<file path="src/rtl/req_ack_responder_pkg.sv">
// Shared types and constants for the req/ack receive-side responder.
package req_ack_pkg;

  typedef enum logic [1:0] {
    IDLE  = 2'd0,
    VALID = 2'd1,
    DELAY = 2'd2,
    ACK   = 2'd3
  } hs_state_e;

  localparam int MIN_SYNC_STAGES = 2;

endpackage

</file>
<file path="src/rtl/req_ack_responder_bit_synchronizer.sv">
// Multi-flop synchroniser for a single asynchronous level; q lags d by STAGES clocks.
module bit_synchronizer #(
  parameter int STAGES = 2
) (
  input  logic clk,
  input  logic rst,
  input  logic d,
  output logic q
);

  logic [STAGES-1:0] r_sync;

  // shift chain, cleared by synchronous reset
  always_ff @(posedge clk) begin
    if (rst) begin
      r_sync <= '0;
    end else begin
      r_sync <= {r_sync[STAGES-2:0], d};
    end
  end

  assign q = r_sync[STAGES-1];

endmodule

</file>
<file path="src/rtl/req_ack_responder.sv">
// Receive side of a 4-phase req/ack bundled-data handshake with registered outputs.
// Optional embedded handshake assertions: define REQ_ACK_RESPONDER_ASSERT_EN.
module req_ack_responder
  import req_ack_pkg::*;
#(
  parameter int DATA_W      = 8,
  parameter int SYNC_STAGES = 2,
  parameter int ACK_DELAY   = 1,
  parameter int TIMEOUT     = 15
) (
  input  logic              clk,
  input  logic              rst,
  input  logic              req_async,
  input  logic [DATA_W-1:0] data_in,
  output logic              data_valid,
  output logic [DATA_W-1:0] data_out,
  output logic              ack,
  output logic              busy,
  output logic              proto_err,
  output logic              timeout_err
);

  localparam int DCNT_W = $clog2(ACK_DELAY + 1);
  localparam int TCNT_W = $clog2(TIMEOUT + 1);
  localparam logic [DCNT_W-1:0] DCNT_INIT = (ACK_DELAY >= 2) ? DCNT_W'(ACK_DELAY - 2) : '0;
  localparam logic [TCNT_W-1:0] TCNT_MAX  = TCNT_W'(TIMEOUT);

  if (SYNC_STAGES < MIN_SYNC_STAGES) begin : g_bad_sync
    $error("req_ack_responder: SYNC_STAGES must be >= 2");
  end
  if (ACK_DELAY < 1) begin : g_bad_delay
    $error("req_ack_responder: ACK_DELAY must be >= 1");
  end
  if (TIMEOUT < 1) begin : g_bad_timeout
    $error("req_ack_responder: TIMEOUT must be >= 1");
  end

  logic              w_req_s;
  hs_state_e         r_state, w_state_nxt;
  logic [DCNT_W-1:0] r_dcnt, w_dcnt_nxt;
  logic [TCNT_W-1:0] r_tcnt, w_tcnt_nxt;
  logic              w_capture, w_abort;
  logic              w_dv_nxt, w_ack_nxt, w_busy_nxt, w_to_nxt;
  logic              r_data_valid, r_ack, r_busy, r_proto_err, r_timeout_err;
  logic [DATA_W-1:0] r_data_out;

  bit_synchronizer #(.STAGES(SYNC_STAGES)) u_req_sync (
    .clk (clk),
    .rst (rst),
    .d   (req_async),
    .q   (w_req_s)
  );

  // state, counters and captured data
  always_ff @(posedge clk) begin
    if (rst) begin
      r_state    <= IDLE;
      r_dcnt     <= '0;
      r_tcnt     <= '0;
      r_data_out <= '0;
    end else begin
      r_state <= w_state_nxt;
      r_dcnt  <= w_dcnt_nxt;
      r_tcnt  <= w_tcnt_nxt;
      if (w_capture) begin
        r_data_out <= data_in;
      end
    end
  end

  // next-state: a withdrawn req is checked before any progress, so abort wins on a tie
  always_comb begin
    w_state_nxt = r_state;
    w_dcnt_nxt  = r_dcnt;
    w_tcnt_nxt  = r_tcnt;
    w_capture   = 1'b0;
    w_abort     = 1'b0;
    case (r_state)
      IDLE: begin
        if (w_req_s) begin
          w_state_nxt = VALID;
          w_capture   = 1'b1;
        end else begin
          w_state_nxt = IDLE;
        end
      end
      VALID: begin
        if (!w_req_s) begin
          w_state_nxt = IDLE;
          w_abort     = 1'b1;
        end else if (ACK_DELAY == 1) begin
          w_state_nxt = ACK;
          w_tcnt_nxt  = '0;
        end else begin
          w_state_nxt = DELAY;
          w_dcnt_nxt  = DCNT_INIT;
        end
      end
      DELAY: begin
        if (!w_req_s) begin
          w_state_nxt = IDLE;
          w_abort     = 1'b1;
        end else if (r_dcnt == '0) begin
          w_state_nxt = ACK;
          w_tcnt_nxt  = '0;
        end else begin
          w_dcnt_nxt = r_dcnt - 1'b1;
        end
      end
      ACK: begin
        if (!w_req_s) begin
          w_state_nxt = IDLE;
          w_tcnt_nxt  = '0;
        end else if (r_tcnt != TCNT_MAX) begin
          w_tcnt_nxt = r_tcnt + 1'b1;
        end else begin
          w_tcnt_nxt = r_tcnt;
        end
      end
      default: begin
        w_state_nxt = IDLE;
      end
    endcase
  end

  // outputs decoded from the next state so they line up with the state register
  always_comb begin
    w_dv_nxt   = (w_state_nxt == VALID);
    w_ack_nxt  = (w_state_nxt == ACK);
    w_busy_nxt = (w_state_nxt != IDLE);
    w_to_nxt   = r_timeout_err |
                 ((r_state == ACK) && w_req_s && (w_tcnt_nxt == TCNT_MAX));
  end

  // registered outputs
  always_ff @(posedge clk) begin
    if (rst) begin
      r_data_valid  <= 1'b0;
      r_ack         <= 1'b0;
      r_busy        <= 1'b0;
      r_proto_err   <= 1'b0;
      r_timeout_err <= 1'b0;
    end else begin
      r_data_valid  <= w_dv_nxt;
      r_ack         <= w_ack_nxt;
      r_busy        <= w_busy_nxt;
      r_proto_err   <= w_abort;
      r_timeout_err <= w_to_nxt;
    end
  end

  assign data_valid  = r_data_valid;
  assign data_out    = r_data_out;
  assign ack         = r_ack;
  assign busy        = r_busy;
  assign proto_err   = r_proto_err;
  assign timeout_err = r_timeout_err;

`ifdef REQ_ACK_RESPONDER_ASSERT_EN
  a_dv_then_ack: assert property (@(posedge clk) disable iff (rst)
    data_valid |-> ((##[1:ACK_DELAY] proto_err) or (##ACK_DELAY ack)));
  a_ack_after_dv: assert property (@(posedge clk) disable iff (rst)
    $rose(ack) |-> $past(data_valid, ACK_DELAY));
  a_dv_ack_excl: assert property (@(posedge clk) disable iff (rst)
    !(data_valid && ack));
  a_state_onehot: assert property (@(posedge clk) disable iff (rst)
    $onehot0({r_state == IDLE, r_state == VALID, r_state == DELAY, r_state == ACK}));
  a_dout_stable: assert property (@(posedge clk) disable iff (rst)
    (!data_valid && !$past(rst)) |-> $stable(data_out));
`endif

endmodule

</file>
<file path="config.mk">
export PLATFORM = sky130hd
export DESIGN_NAME = req_ack_responder
export DESIGN_NICKNAME = d
export VERILOG_FILES = /design/src/rtl/req_ack_responder_pkg.sv /design/src/rtl/req_ack_responder_bit_synchronizer.sv /design/src/rtl/req_ack_responder.sv
export SDC_FILE = /design/constraint.sdc
export NUM_CORES = 1
export LEC_CHECK = 0
export BUFFER_PORTS_ARGS = -buffer_cell sky130_fd_sc_hd__buf_2
export CAP_MARGIN = 25
export CORE_MARGIN = 2
export CORE_UTILIZATION = 40
export DETAILED_ROUTE_END_ITERATION = 7
export GPL_ROUTABILITY_DRIVEN = 0
export PLACE_DENSITY = 0.64
export SYNTH_ARGS = -nofsm -noshare
export SYNTH_HDL_FRONTEND = slang
export SYNTH_SLANG_ARGS = --single-unit
</file>
<file path="constraint.sdc">
create_clock -name clk -period 2.4 [get_ports clk]
set_input_delay 0.48 -clock clk [delete_from_list [all_inputs] [get_ports clk]]
set_output_delay 0.48 -clock clk [all_outputs]
set_load 0.05 [all_outputs]
</file>
==> metrics.log, run 1 <==
INFO  metric run_status = completed
INFO  metric synthToLayoutAreaGrowth = 17.79%
INFO  metric drtIter0Drc = 9
INFO  metric antenna_cells = 0
INFO  metric syn_avg_cell_area = 9.256 sq um
INFO  metric final_design_area_no_fill = around 0.0011 sq mm
INFO  metric total_via_count_after_detailed_routing = 735
INFO  metric ctsResizeCount = 0
INFO  metric finalWirelength = ~1700 um
INFO  metric max_stage_delay = roughly 0.44 ns
INFO  metric root_driver = sky130_fd_sc_hd__clkbuf_4
INFO  metric worst_skew_pair.late_latency = between 0.2 and 0.3 ns
INFO  metric clock-sinks = 21
INFO  metric ff_latch_area = 420.4 sq um
INFO  metric setup.worst_path.end_class = register
INFO  metric ordered_cell_list_for_the_critical_path = inv_1 > ha_1 > nand3b_1 > a31o_1 > a211oi_2 > or4b_1 > o21ai_1
INFO  metric drc = 0
INFO  metric power_density = roughly 550 mW/mm^2
INFO  metric finalSetupTns = 0 ns
INFO  metric initial_utilization = 41.81%
INFO  metric hold_buffers = 0
INFO  metric synth_async_sr_flop_share = 0%
INFO  metric syn_inst = 98
INFO  metric ys_seq_elements = 21
INFO  metric worst_setup_path_startpoint = r_state[0]$_SDFF_PP0_
INFO  metric crit_cells = 7
INFO  metric multi_input_area = 445.4 sq um
INFO  metric synth_top_cells_by_count = sky130_fd_sc_hd__dfxtp_1 (21), sky130_fd_sc_hd__a21oi_1 (11), sky130_fd_sc_hd__nand2_1 (11)
INFO  metric seq_area_frac_synth = a little under half
INFO  metric row_count = 17
INFO  metric worst-endpoint-arrival = between 2 and 2.5 ns
INFO  metric grt_usage = between 10% and 20%
INFO  metric clock_tree_from_tritoncts = built
INFO  metric cp_slowest_cell = sky130_fd_sc_hd__or4b_1
INFO  metric setup.worst_path.end = timeout_err$_SDFF_PP0_
INFO  metric worst_hold_startpoint = req_async
INFO  metric cts.reportedPaths.clkPinSlew = approximately 0.12 ns
INFO  metric grt_first_pass_wirelength = approximately 3000 um
INFO  metric fillerInstances = 224
INFO  metric cts-buffers-inserted = 3
INFO  metric fmax = roughly 520 MHz
INFO  metric p_int = roughly 440 uW
INFO  metric synthMostInstantiatedCell = sky130_fd_sc_hd__dfxtp_1
INFO  metric cell_accounting_for_the_most_synthesized_area = sky130_fd_sc_hd__dfxtp_1
INFO  metric crit_path_start_kind = register
INFO  metric sequentialPowerShare = roughly three fifths
INFO  metric required_arrival_time_at_the_worst_endpoint = roughly 2.6 ns
INFO  metric io_buffer_count = 23
INFO  metric boundaryPins = 24
INFO  metric worst_slew_pin_slew = around 0.34 ns
INFO  metric count_of_unique_library_cells_instantiated_by_yosys = 29
INFO  metric post-route-min-period = between 1.5 and 2 ns
INFO  metric drt-pass1-iter-count = 4
INFO  metric criticalPathCategory = reg2reg
INFO  metric wire_per_inst = ~12 um
INFO  metric dpl_cell_area = approximately 0.0010 sq mm
INFO  metric synth_top_family_by_area = simple AND/OR/NAND/NOR gates
INFO  metric max_cap_check_violation_count = 0
INFO  metric share_clk_of_total_power = 28.7%
INFO  metric irDropWorstVdd = about 0.00034 V
INFO  metric switching_part_of_the_total_power = 25.18%
INFO  metric finalHoldViolCount = 0
INFO  metric net_count_after_synthesis = 115
INFO  metric synth_top_flop_cell = sky130_fd_sc_hd__dfxtp_1
INFO  metric number_of_cells_on_the_worst_reg_to_reg_path = 7
INFO  metric critical_path.max_fanout = 5
INFO  metric antenna_found_initial = 0
INFO  metric vias_per_cell = about 4.9
INFO  metric ant_nets = 0
INFO  metric switch_pwr = about 150 uW
INFO  metric hp-class = in2reg
INFO  metric cts_max_level = 1
INFO  metric die_y = roughly 52 um
INFO  metric grt_max_degree = 20
INFO  metric timing.critical_path.max_delay_family = simple AND/OR/NAND/NOR gates
INFO  metric nets = around 140
INFO  metric globalRoute.totalOverflow = 0
INFO  metric final.setup_skew = 0.002998 ns
INFO  metric max-slew-margin-rel = between 70% and 80%
INFO  metric regToRegEndpoint = timeout_err$_SDFF_PP0_
INFO  metric dieArea = 0.002665 sq mm
INFO  metric chipWidth = 51.62 um
INFO  metric rsz0062_at_grt = no
INFO  metric critPathBufInv = 1
INFO  metric post_synth_fa_ha_maj_area_fraction = a little over 8%
INFO  metric regToRegStartpoint = r_state[0]$_SDFF_PP0_
INFO  metric synth_warnings = 0
INFO  metric cellLeakagePower = around 0.46 nW
INFO  metric fin_crit_sh = 80.80%
INFO  metric setup_viol = 0
INFO  metric power.share.combinational = under 10%
INFO  metric slew_violations = 0
INFO  metric synth_simple_gate_area_share = between 20% and 30%
INFO  metric netlist.area_leader.share = between 40% and 50%
INFO  metric synth_compound_gate_area_share = 17.66%
INFO  metric netlist_area_before_placement = 907.1 sq um
INFO  metric synth.top_cells.by_area = sky130_fd_sc_hd__dfxtp_1 (46%), sky130_fd_sc_hd__ha_1 (8.3%), sky130_fd_sc_hd__a21oi_1 (6.1%), sky130_fd_sc_hd__nand3_1 (5.5%), sky130_fd_sc_hd__nand2_1 (4.6%)
INFO  metric reg2reg_setup_slack = ~0.46 ns
INFO  metric synth_mux_area_share = 0%
INFO  metric grt_pass1_vias = between 600 and 700
INFO  metric placeableCoreArea = about 0.0022 sq mm
INFO  metric power.total = just under 600 uW
INFO  metric hpwlAfterDp = about 1300 um
INFO  metric post_cts.repair.setup_buffers = 0
INFO  metric edff_count_synth = 0
INFO  metric synth_xor_area_share = 0%
INFO  metric post_route_cells_drive_above_1_share = between 20% and 30%
INFO  metric clock_path_buffers = 2
## stage by stage
| stage | utilization, % | worst slack, ns | instances | hold slack (ns) |
|---|---|---|---|---|
| after global routing | 49.25 | 0.3304 | 149 | 0.3876 |
| after global placement | 48.04 | 0.5360 | 145 | 0.4294 |
| after floorplan | - | 0.6088 | 98 | 0.4138 |
| final | 49.25 | 0.4608 | 149 | 0.3880 |
| after detailed placement | 48.04 | 0.4877 | 145 | 0.4417 |
| after CTS | 49.25 | 0.4603 | 149 | 0.3852 |
## state kept, by name (all words and copies together) (netlist names)
register and flops:
busy 1, data_out 8, data_valid 1, r_tcnt 4
proto_err 1, timeout_err 1, u_req_sync.r_sync 2, ack 1
r_state 2
## power groups by stage
stage | registers (mW) | logic [mW] | clock network [mW]
after global routing | 0.361 | 0.0636 | 0.184
final | 0.360 | 0.0584 | 0.169
after floorplan | 0.387 | 0.0222 | 0
after global placement | 0.368 | 0.0582 | 0
after detailed placement | 0.368 | 0.0587 | 0
after CTS | 0.360 | 0.0589 | 0.172
## cell type report
cell class                 count  area share [%]
clock buffer                   4           2.459
sequential                    21           39.34
tap                           28           3.279
timing repair buffer          24           11.48
inverter                       5           1.756
multi-input combinational     67           41.69
## how the worst min path moves through the flow
| stage | endpoint | slack [ns] | cells past startpoint |
|---|---|---|---|
| after floorplan | u_req_sync.r_sync[1]$_SDFF_PP0_ | 0.41 | 1 |
| after global placement | u_req_sync.r_sync[1]$_SDFF_PP0_ | 0.43 | 1 |
| after detailed placement | u_req_sync.r_sync[1]$_SDFF_PP0_ | 0.44 | 1 |
| after CTS | u_req_sync.r_sync[0]$_SDFF_PP0_ | 0.39 | 2 |
| after global routing | u_req_sync.r_sync[0]$_SDFF_PP0_ | 0.39 | 2 |
| final | u_req_sync.r_sync[0]$_SDFF_PP0_ | 0.39 | 2 |
## worst register-to-register path, stage by stage, from the launching register on
cell,delay (ns)
sky130_fd_sc_hd__dfxtp_1,0.40
sky130_fd_sc_hd__inv_1,0.10
sky130_fd_sc_hd__ha_1,0.25
sky130_fd_sc_hd__nand3b_1,0.19
sky130_fd_sc_hd__a31o_1,0.21
sky130_fd_sc_hd__a211oi_2,0.22
sky130_fd_sc_hd__or4b_1,0.44
sky130_fd_sc_hd__o21ai_1,0.08
## cell families (layout without fill, tap and decap cells)
family,after synthesis,in the layout
adder cells (fa/ha/maj),6,6
AND/OR/NAND/NOR,38,38
AO/OA/AOI/OAI,23,23
buffers and inverters,10,33
flip-flops,21,21
## cells in the final DEF (no fill, tap or decap), types with 2 or more instances in the layout
| cell type | count |
|---|---|
| sky130_fd_sc_hd__buf_2 | 23 |
| sky130_fd_sc_hd__dfxtp_1 | 21 |
| sky130_fd_sc_hd__nand2_1 | 11 |
| sky130_fd_sc_hd__a21oi_1 | 11 |
| sky130_fd_sc_hd__nand3_1 | 10 |
| sky130_fd_sc_hd__ha_1 | 6 |
| sky130_fd_sc_hd__inv_1 | 5 |
| sky130_fd_sc_hd__nor2b_1 | 4 |
| sky130_fd_sc_hd__nor2_1 | 4 |
| sky130_fd_sc_hd__clkbuf_4 | 3 |
| sky130_fd_sc_hd__o21ai_0 | 2 |
| sky130_fd_sc_hd__nor3b_1 | 2 |
## routing by layer
layer	vias to the layer above	part of all wire (%)	track usage, %
met4	0	0.92	6.579
li1	386	-	-
met2	13	51	25.00
met1	334	45	18.77
met3	2	3.3	1.724
met5	-	0	0
Power figures use the tool's default switching activity.
==> run 2: changes to the inputs <==
Settings changed: ABC_AREA set to 1.
Clock period 2.4 ns to 1.8 ns, I/O delays scaled along.
==> run 2 against run 1 <==
Compared with the run above:
- largest cell class unchanged
- clock power rose by 30%
- area after synthesis grew 1.7%
- highest routed layer unchanged
- count of clock-buffer cells in the layout is the same
- clock skew fell by 0.00091 ns
- global-route usage is 0.42 points lower
- flip-flop and latch count unchanged
- critical endpoint unchanged
- first-iteration DRC count is 100% higher
- cell count increased by 19%
==> metrics.log, run 2 <==
INFO  metric run_status = completed
INFO  metric cts.reportedPaths.clkPinSlew = 0.11 ns
INFO  metric initial_utilization = between 40% and 50%
INFO  metric cellLeakagePower = 0.5436 nW
INFO  metric clock-sinks = 21
INFO  metric power.total = ~800 uW
INFO  metric synth.top_cells.by_area = sky130_fd_sc_hd__dfxtp_1 (46%), sky130_fd_sc_hd__nand2_1 (10%), sky130_fd_sc_hd__nor2_1 (10%), sky130_fd_sc_hd__ha_1 (8.1%), sky130_fd_sc_hd__inv_1 (5.7%)
INFO  metric grt_first_pass_wirelength = a little under 3000 um
INFO  metric die_y = 52.02 um
INFO  metric antenna_found_initial = 0
INFO  metric synth_warnings = 0
INFO  metric timing.critical_path.max_delay_family = simple AND/OR/NAND/NOR gates
INFO  metric required_arrival_time_at_the_worst_endpoint = roughly 2 ns
INFO  metric chipWidth = ~52 um
INFO  metric drtIter0Drc = 18
INFO  metric setup.worst_path.end_class = register
INFO  metric wire_per_inst = roughly 9.9 um
INFO  metric post_cts.repair.setup_buffers = 0
INFO  metric placeableCoreArea = between 0.002 and 0.0025 sq mm
INFO  metric switch_pwr = 207.8 uW
INFO  metric globalRoute.totalOverflow = 0
INFO  metric hold_buffers = 0
INFO  metric critical_path.max_fanout = 6
INFO  metric max_cap_check_violation_count = 0
INFO  metric post_route_cells_drive_above_1_share = 20.81%
INFO  metric synth_top_cells_by_count = sky130_fd_sc_hd__nand2_1 (25), sky130_fd_sc_hd__nor2_1 (25), sky130_fd_sc_hd__dfxtp_1 (21)
INFO  metric root_driver = sky130_fd_sc_hd__clkbuf_4
INFO  metric boundaryPins = 24
INFO  metric net_count_after_synthesis = approximately 140
INFO  metric max_stage_delay = 0.39 ns
INFO  metric cell_accounting_for_the_most_synthesized_area = sky130_fd_sc_hd__dfxtp_1
INFO  metric clock_path_buffers = 2
INFO  metric dieArea = ~0.0027 sq mm
INFO  metric final.setup_skew = 0.002087 ns
INFO  metric switching_part_of_the_total_power = 26.03%
INFO  metric finalHoldViolCount = 0
INFO  metric post-route-min-period = between 1 and 1.5 ns
INFO  metric finalSetupTns = 0 ns
INFO  metric hpwlAfterDp = 1308 um
INFO  metric max_reg_flops = 8
INFO  metric worst_skew_pair.late_latency = roughly 0.3 ns
INFO  metric cts_max_level = 1
INFO  metric seq_area_frac_synth = around 46%
INFO  metric criticalPathCategory = reg2reg
INFO  metric count_of_unique_library_cells_instantiated_by_yosys = 20
INFO  metric ordered_cell_list_for_the_critical_path = inv_1 > ha_1 > inv_2 > nand2_1 > nand3_1 > nand2_1 > nand2_1 > nor2_1 > nand2_1 > nand2_1
INFO  metric fin_crit_sh = 81.34%
INFO  metric critical-path-top-cell-by-count = sky130_fd_sc_hd__nand2_1
INFO  metric final_cell_mix = sky130_fd_sc_hd__nand2_1 (25), sky130_fd_sc_hd__nor2_1 (25), sky130_fd_sc_hd__buf_2 (23)
INFO  metric power.share.combinational = between 10% and 20%
INFO  metric cp_slowest_cell = sky130_fd_sc_hd__dfxtp_1
INFO  metric grt_usage = between 10 and 15%
INFO  metric ant_nets = 0
INFO  metric setup_viol = 0
INFO  metric nets = between 150 and 200
INFO  metric power_density = 735.8 mW/mm^2
INFO  metric preCtsSetupSlack = 0.3833 ns
INFO  metric p_int = slightly below 600 uW
INFO  metric grt_max_degree = 12
INFO  metric netlist.area_leader.share = between 40% and 50%
INFO  metric irDropWorstVdd = approximately 0.00048 V
INFO  metric syn_avg_cell_area = 7.377 sq um
INFO  metric antenna_cells = 0
INFO  metric netlist_area_before_placement = slightly above 900 sq um
INFO  metric fmax = ~680 MHz
INFO  metric synth_async_sr_flop_share = 0%
INFO  metric row_count = 17
INFO  metric crit_path_start_kind = register
INFO  metric rsz0062_at_grt = no
INFO  metric share_clk_of_total_power = between 20 and 30%
INFO  metric ys_seq_elements = 21
INFO  metric layout_setup_ws = approximately 0.34 ns
INFO  metric grt_pass1_vias = 724
INFO  metric drt-pass1-iter-count = 4
INFO  metric max-slew-margin-rel = 80.92%
INFO  metric finalHoldWorstSlack = roughly 0.25 ns
INFO  metric edff_count_synth = 0
INFO  metric synthToLayoutAreaGrowth = 17.64%
INFO  metric finalWirelength = about 1700 um
INFO  metric critPathBufInv = 2
INFO  metric clock_tree_from_tritoncts = built
INFO  metric cts-buffers-inserted = 3
INFO  metric worst-endpoint-arrival = about 1.7 ns
INFO  metric total_via_count_after_detailed_routing = about 820
INFO  metric slew_violations = 0
INFO  metric io_buffer_count = 23
INFO  metric synth_top_flop_cell = sky130_fd_sc_hd__dfxtp_1
INFO  metric drc = 0
INFO  metric hp-class = in2reg
INFO  metric syn_inst = about 130
INFO  metric ctsResizeCount = 0
INFO  metric sequentialPowerShare = around 60%
INFO  metric worst_slew_pin_slew = between 0.2 and 0.3 ns
INFO  metric vias_per_cell = between 4 and 5
run 2: cell types whose count changed in the layout (fill, tap and decap cells not counted), sizes merged, moves of 4 or more:
| cell | change |
|---|---|
| o21ai | +7 |
| nand2 | +15 |
| nor2b | -4 |
| nor2 | +23 |
| a21oi | -9 |
| inv | +10 |
run 2: path summary, 6_finish.rpt:
| kind | startpoint | endpoint | slack, ns | cells after the start |
|---|---|---|---|---|
| hold / removal | req_async | u_req_sync.r_sync[0]$_SDFF_PP0_ | 0.25 | 3 |
| setup reg to reg | r_state[0]$_SDFF_PP0_ | timeout_err$_SDFF_PP0_ | 0.34 | 10 |
| hold reg to reg | u_req_sync.r_sync[0]$_SDFF_PP0_ | u_req_sync.r_sync[1]$_SDFF_PP0_ | 0.42 | 2 |
| setup / recovery | r_state[0]$_SDFF_PP0_ | timeout_err$_SDFF_PP0_ | 0.34 | 10 |
run 2: layer usage:
| metal | track usage (%) | wire length, um | part of all wire (%) | vias to the layer above |
|---|---|---|---|---|
| li1 | - | - | - | 440 |
| met1 | 18.00 | 801 | 46 | 346 |
| met2 | 23.00 | 806 | 46 | 25 |
| met3 | 2.586 | 104 | 6.0 | 4 |
| met4 | 7.895 | 31 | 1.8 | 0 |
| met5 | 0 | 0 | 0 | - |
run 2: power groups by stage:
stage / Clock [mW] / Combinational (mW) / Sequential, mW
detailed placement: 0 / 0.0940 / 0.496
global route: 0.252 / 0.104 / 0.488
floorplan: 0 / 0.0303 / 0.534
CTS: 0.232 / 0.0941 / 0.486
finish: 0.219 / 0.0934 / 0.485
global placement: 0 / 0.0936 / 0.496
run 2: cells by family after synthesis:
group / Yosys count / synth area share [%]
flip-flops: 21 / 45.59
adder cells (fa/ha/maj): 6 / 8.141
AND/OR/NAND/NOR: 67 / 31.48
buffers and inverters: 18 / 7.597
AO/OA/AOI/OAI: 13 / 7.191
run 2: through the flow:
| stage | instance area (sq um) | cells | util, % |
|---|---|---|---|
| final | 1085 | 177 | 49.51 |
| after global routing | 1085 | 177 | 49.51 |
| after CTS | 1085 | 177 | 49.51 |
| after detailed placement | 1059 | 173 | 48.32 |
| after global placement | 1059 | 173 | 48.32 |
| after floorplan | 922.1 | 125 | - |
run 2: layout make-up:
class,count,area (sq um)
clock buffer,4,26.28
sequential,21,420.4
inverter,15,56.30
multi-input combinational,86,431.7
timing repair buffer,23,115.1
fill,223,1106
tap,28,35.03
run 2: worst reg2reg max path, stage by stage, from the launching register on:
cell,delay [ns]
sky130_fd_sc_hd__dfxtp_1,0.39
sky130_fd_sc_hd__inv_1,0.09
sky130_fd_sc_hd__ha_1,0.25
sky130_fd_sc_hd__inv_2,0.12
sky130_fd_sc_hd__nand2_1,0.12
sky130_fd_sc_hd__nand3_1,0.13
sky130_fd_sc_hd__nand2_1,0.08
sky130_fd_sc_hd__nand2_1,0.06
sky130_fd_sc_hd__nor2_1,0.04
sky130_fd_sc_hd__nand2_1,0.05
sky130_fd_sc_hd__nand2_1,0.04
==> run 3: changes to the inputs <==
Settings changed: PLACE_DENSITY 0.64 to 0.67.
Clock period 1.8 ns to 1.2 ns, I/O delays scaled along.
==> run 3 against run 2 <==
Compared with the run above:
- the run now ends with negative setup slack left
- via count increased by 5.5%
- utilization increased by 10 points
- maximum frequency increased by 14%
- worst setup slack got worse by 0.42 ns
- cell area increased by 20%
- worst hold slack got worse by 0.11 ns
- clock power increased by 46%
- flip-flop and latch count unchanged
- non-clock buffer count increased by 8
- total power increased by 53%
- sequential power increased by 50%
- largest cell class unchanged
- largest power group unchanged
- highest routed layer unchanged
==> metrics.log, run 3 (same netlist as run 2, synthesis figures left out) <==
INFO  metric run_status = finished, violations left
INFO  metric failed_checks = negative setup slack
INFO  metric grt_pass1_vias = 723
INFO  metric nets = ~180
INFO  metric share_clk_of_total_power = a little over a quarter
INFO  metric row_count = 17
INFO  metric slew_violations = 0
INFO  metric irDropWorstVdd = between 0.001 and 0.0015 V
INFO  metric rsz0062_at_grt = yes
INFO  metric switch_pwr = 322.8 uW
INFO  metric clock_tree_from_tritoncts = built
INFO  metric cellLeakagePower = 0.5969 nW
INFO  metric power_density = 938.8 mW/mm^2
INFO  metric synthToLayoutAreaGrowth = 41.38%
INFO  metric hold_buffers = 0
INFO  metric io_buffer_count = 23
INFO  metric wire_per_inst = roughly 11 um
INFO  metric worst-endpoint-arrival = about 1.5 ns
INFO  metric grt_usage = about 15%
INFO  metric fmax = roughly 780 MHz
INFO  metric power.share.combinational = 14.5%
INFO  metric crit_path_start_kind = register
INFO  metric total_via_count_after_detailed_routing = 860
INFO  metric max_stage_delay = 0.41 ns
INFO  metric antenna_found_initial = 0
INFO  metric clock-sinks = 21
INFO  metric criticalPathCategory = reg2reg
INFO  metric max_reg_flops = 8
INFO  metric vias_per_cell = around 4.6
INFO  metric drtIter0Drc = 9
INFO  metric clock_path_buffers = 2
INFO  metric root_driver = sky130_fd_sc_hd__clkbuf_4
INFO  metric dpl_cell_area = around 0.0011 sq mm
INFO  metric hp-class = in2reg
INFO  metric finalSetupTns = -0.1807 ns
INFO  metric final_design_area_no_fill = around 0.0013 sq mm
INFO  metric cts_max_level = 1
INFO  metric p_int = roughly 900 uW
INFO  metric post_route_cells_drive_above_1_share = a little under half
INFO  metric worst_slew_pin_slew = between 0.4 and 0.5 ns
INFO  metric number_of_cells_on_the_worst_reg_to_reg_path = 10
INFO  metric layout_commonest_cell = sky130_fd_sc_hd__buf_2
INFO  metric setup.worst_path.end = timeout_err$_SDFF_PP0_
INFO  metric cts.reportedPaths.clkPinSlew = around 0.11 ns
INFO  metric ant_nets = 0
INFO  metric antenna_cells = 0
INFO  metric max-slew-margin-rel = 71.14%
INFO  metric setup.worst_path.end_class = register
INFO  metric regToRegStartpoint = r_state[1]$_SDFF_PP0_
INFO  metric placeableCoreArea = between 0.002 and 0.0025 sq mm
INFO  metric setup_viol = 7
INFO  metric critical_path.max_fanout = 5
INFO  metric initial_utilization = between 40% and 50%
INFO  metric finalHoldViolCount = 0
INFO  metric boundaryPins = 24
INFO  metric ordered_cell_list_for_the_critical_path = inv_4 > ha_2 > nor2_4 > nand2_4 > nand3_1 > nand2_1 > inv_2 > nor2_2 > nand2_1 > nand2_1
INFO  metric drc = 0
INFO  metric worst_setup_path_startpoint = r_state[1]$_SDFF_PP0_
INFO  metric chipWidth = between 50 and 60 um
INFO  metric cts-buffers-inserted = 3
INFO  metric crit_cells = 10
INFO  metric timing.critical_path.max_delay_family = simple AND/OR/NAND/NOR gates
INFO  metric sequentialPowerShare = between 50% and 60%
INFO  metric hpwlAfterDp = around 1400 um
INFO  metric final.setup_skew = about 0.0067 ns
INFO  metric dieArea = approximately 0.0027 sq mm
INFO  metric cp_slowest_cell = sky130_fd_sc_hd__dfxtp_4
INFO  metric fin_crit_sh = 107.4%
INFO  metric drt-pass1-iter-count = 4
INFO  metric max_cap_check_violation_count = 0
INFO  metric switching_part_of_the_total_power = between 20% and 30%
INFO  metric critPathBufInv = 2
INFO  metric regToRegEndpoint = timeout_err$_SDFF_PP0_
INFO  metric layout_setup_ws = -0.08852 ns
INFO  metric reg2reg_setup_slack = -0.09 ns
INFO  metric grt_first_pass_wirelength = around 3000 um
INFO  metric finalHoldWorstSlack = 0.1450 ns
INFO  metric die_y = 52.02 um
INFO  metric worst_skew_pair.late_latency = between 0.2 and 0.3 ns
INFO  metric grt_max_degree = 12
INFO  metric post-route-min-period = between 1 and 1.5 ns
INFO  metric power.total = between 1 and 1.5 mW
INFO  metric final_cell_mix = sky130_fd_sc_hd__buf_2 (22), sky130_fd_sc_hd__nor2_1 (19), sky130_fd_sc_hd__dfxtp_1 (18)
INFO  metric finalNonFillerCells = approximately 190
INFO  metric required_arrival_time_at_the_worst_endpoint = about 1.4 ns
INFO  metric critical-path-top-cell-by-count = sky130_fd_sc_hd__nand2_1
INFO  metric place.detailed.instances = 180
INFO  metric finalWirelength = 1995 um
INFO  metric globalRoute.totalOverflow = 0
[run 3: changes by cell type in the layout (fill, tap and decap cells not counted), moves of 3 or more]
cell | before | now
sky130_fd_sc_hd__o21ai_2 | 0 | 5
sky130_fd_sc_hd__nor2_1 | 25 | 19
sky130_fd_sc_hd__ha_4 | 0 | 4
sky130_fd_sc_hd__nand2_1 | 25 | 17
sky130_fd_sc_hd__inv_1 | 14 | 9
sky130_fd_sc_hd__buf_4 | 0 | 7
sky130_fd_sc_hd__nand2_2 | 1 | 7
sky130_fd_sc_hd__dfxtp_1 | 21 | 18
sky130_fd_sc_hd__ha_1 | 6 | 0
sky130_fd_sc_hd__nor2_2 | 1 | 6
sky130_fd_sc_hd__o21ai_1 | 1 | 4
sky130_fd_sc_hd__o21ai_0 | 9 | 1
[run 3: timing repair]
| action | in CTS | in global routing |
|---|---|---|
| pin swaps | 4 | 10 |
| resized for setup | 17 | 32 |
| endpoints found under the setup margin | 16 | 16 |
| buffers inserted | 0 | 1 |
[run 3: metal layers]
metal,routed length (um),track usage (%)
met5,0,0
met2,1017,26.16
met4,42,5.263
met1,847,16.64
met3,88,6.322
[run 3: cell type report]
class,instances,area [sq um]
clock buffer,4,26.28
fill,195,887.1
inverter,15,66.31
multi-input combinational,86,565.5
sequential,21,429.2
tap,28,35.03
timing repair buffer,31,181.4
[run 3: per-stage QoR]
step                      worst slack (ns)  util [%]
after floorplan                    0.01086         -
after global placement             -0.1145     51.74
after detailed placement           -0.1325     51.74
after CTS                         -0.05978     55.28
after global routing               -0.1848     59.51
final                             -0.08852     59.51
[run 3: power groups by stage]
stage | sequential, mW | combinational (mW) | clock [mW]
floorplan | 0.802 | 0.0472 | 0
global placement | 0.744 | 0.149 | 0
detailed placement | 0.745 | 0.151 | 0
CTS | 0.726 | 0.159 | 0.337
global route | 0.730 | 0.193 | 0.354
finish | 0.727 | 0.177 | 0.319
[run 3: how the worst min path moves through the flow]
| stage | from | endpoint | depth (start not counted) |
|---|---|---|---|
| CTS | req_async | u_req_sync.r_sync[0]$_SDFF_PP0_ | 3 |
| global route | req_async | u_req_sync.r_sync[0]$_SDFF_PP0_ | 3 |
| finish | req_async | u_req_sync.r_sync[0]$_SDFF_PP0_ | 3 |
| detailed placement | u_req_sync.r_sync[0]$_SDFF_PP0_ | u_req_sync.r_sync[1]$_SDFF_PP0_ | 2 |
| global placement | u_req_sync.r_sync[0]$_SDFF_PP0_ | u_req_sync.r_sync[1]$_SDFF_PP0_ | 2 |
| floorplan | req_async | u_req_sync.r_sync[0]$_SDFF_PP0_ | 2 |
[run 3: worst register-to-register path, delay by kind of cell, from the launching register on]
kind	cells	cell delay [ns]
flip-flops	1	0.41
AND/OR/NAND/NOR	7	0.47
adder cells (fa/ha/maj)	1	0.18
buffers and inverters	2	0.12
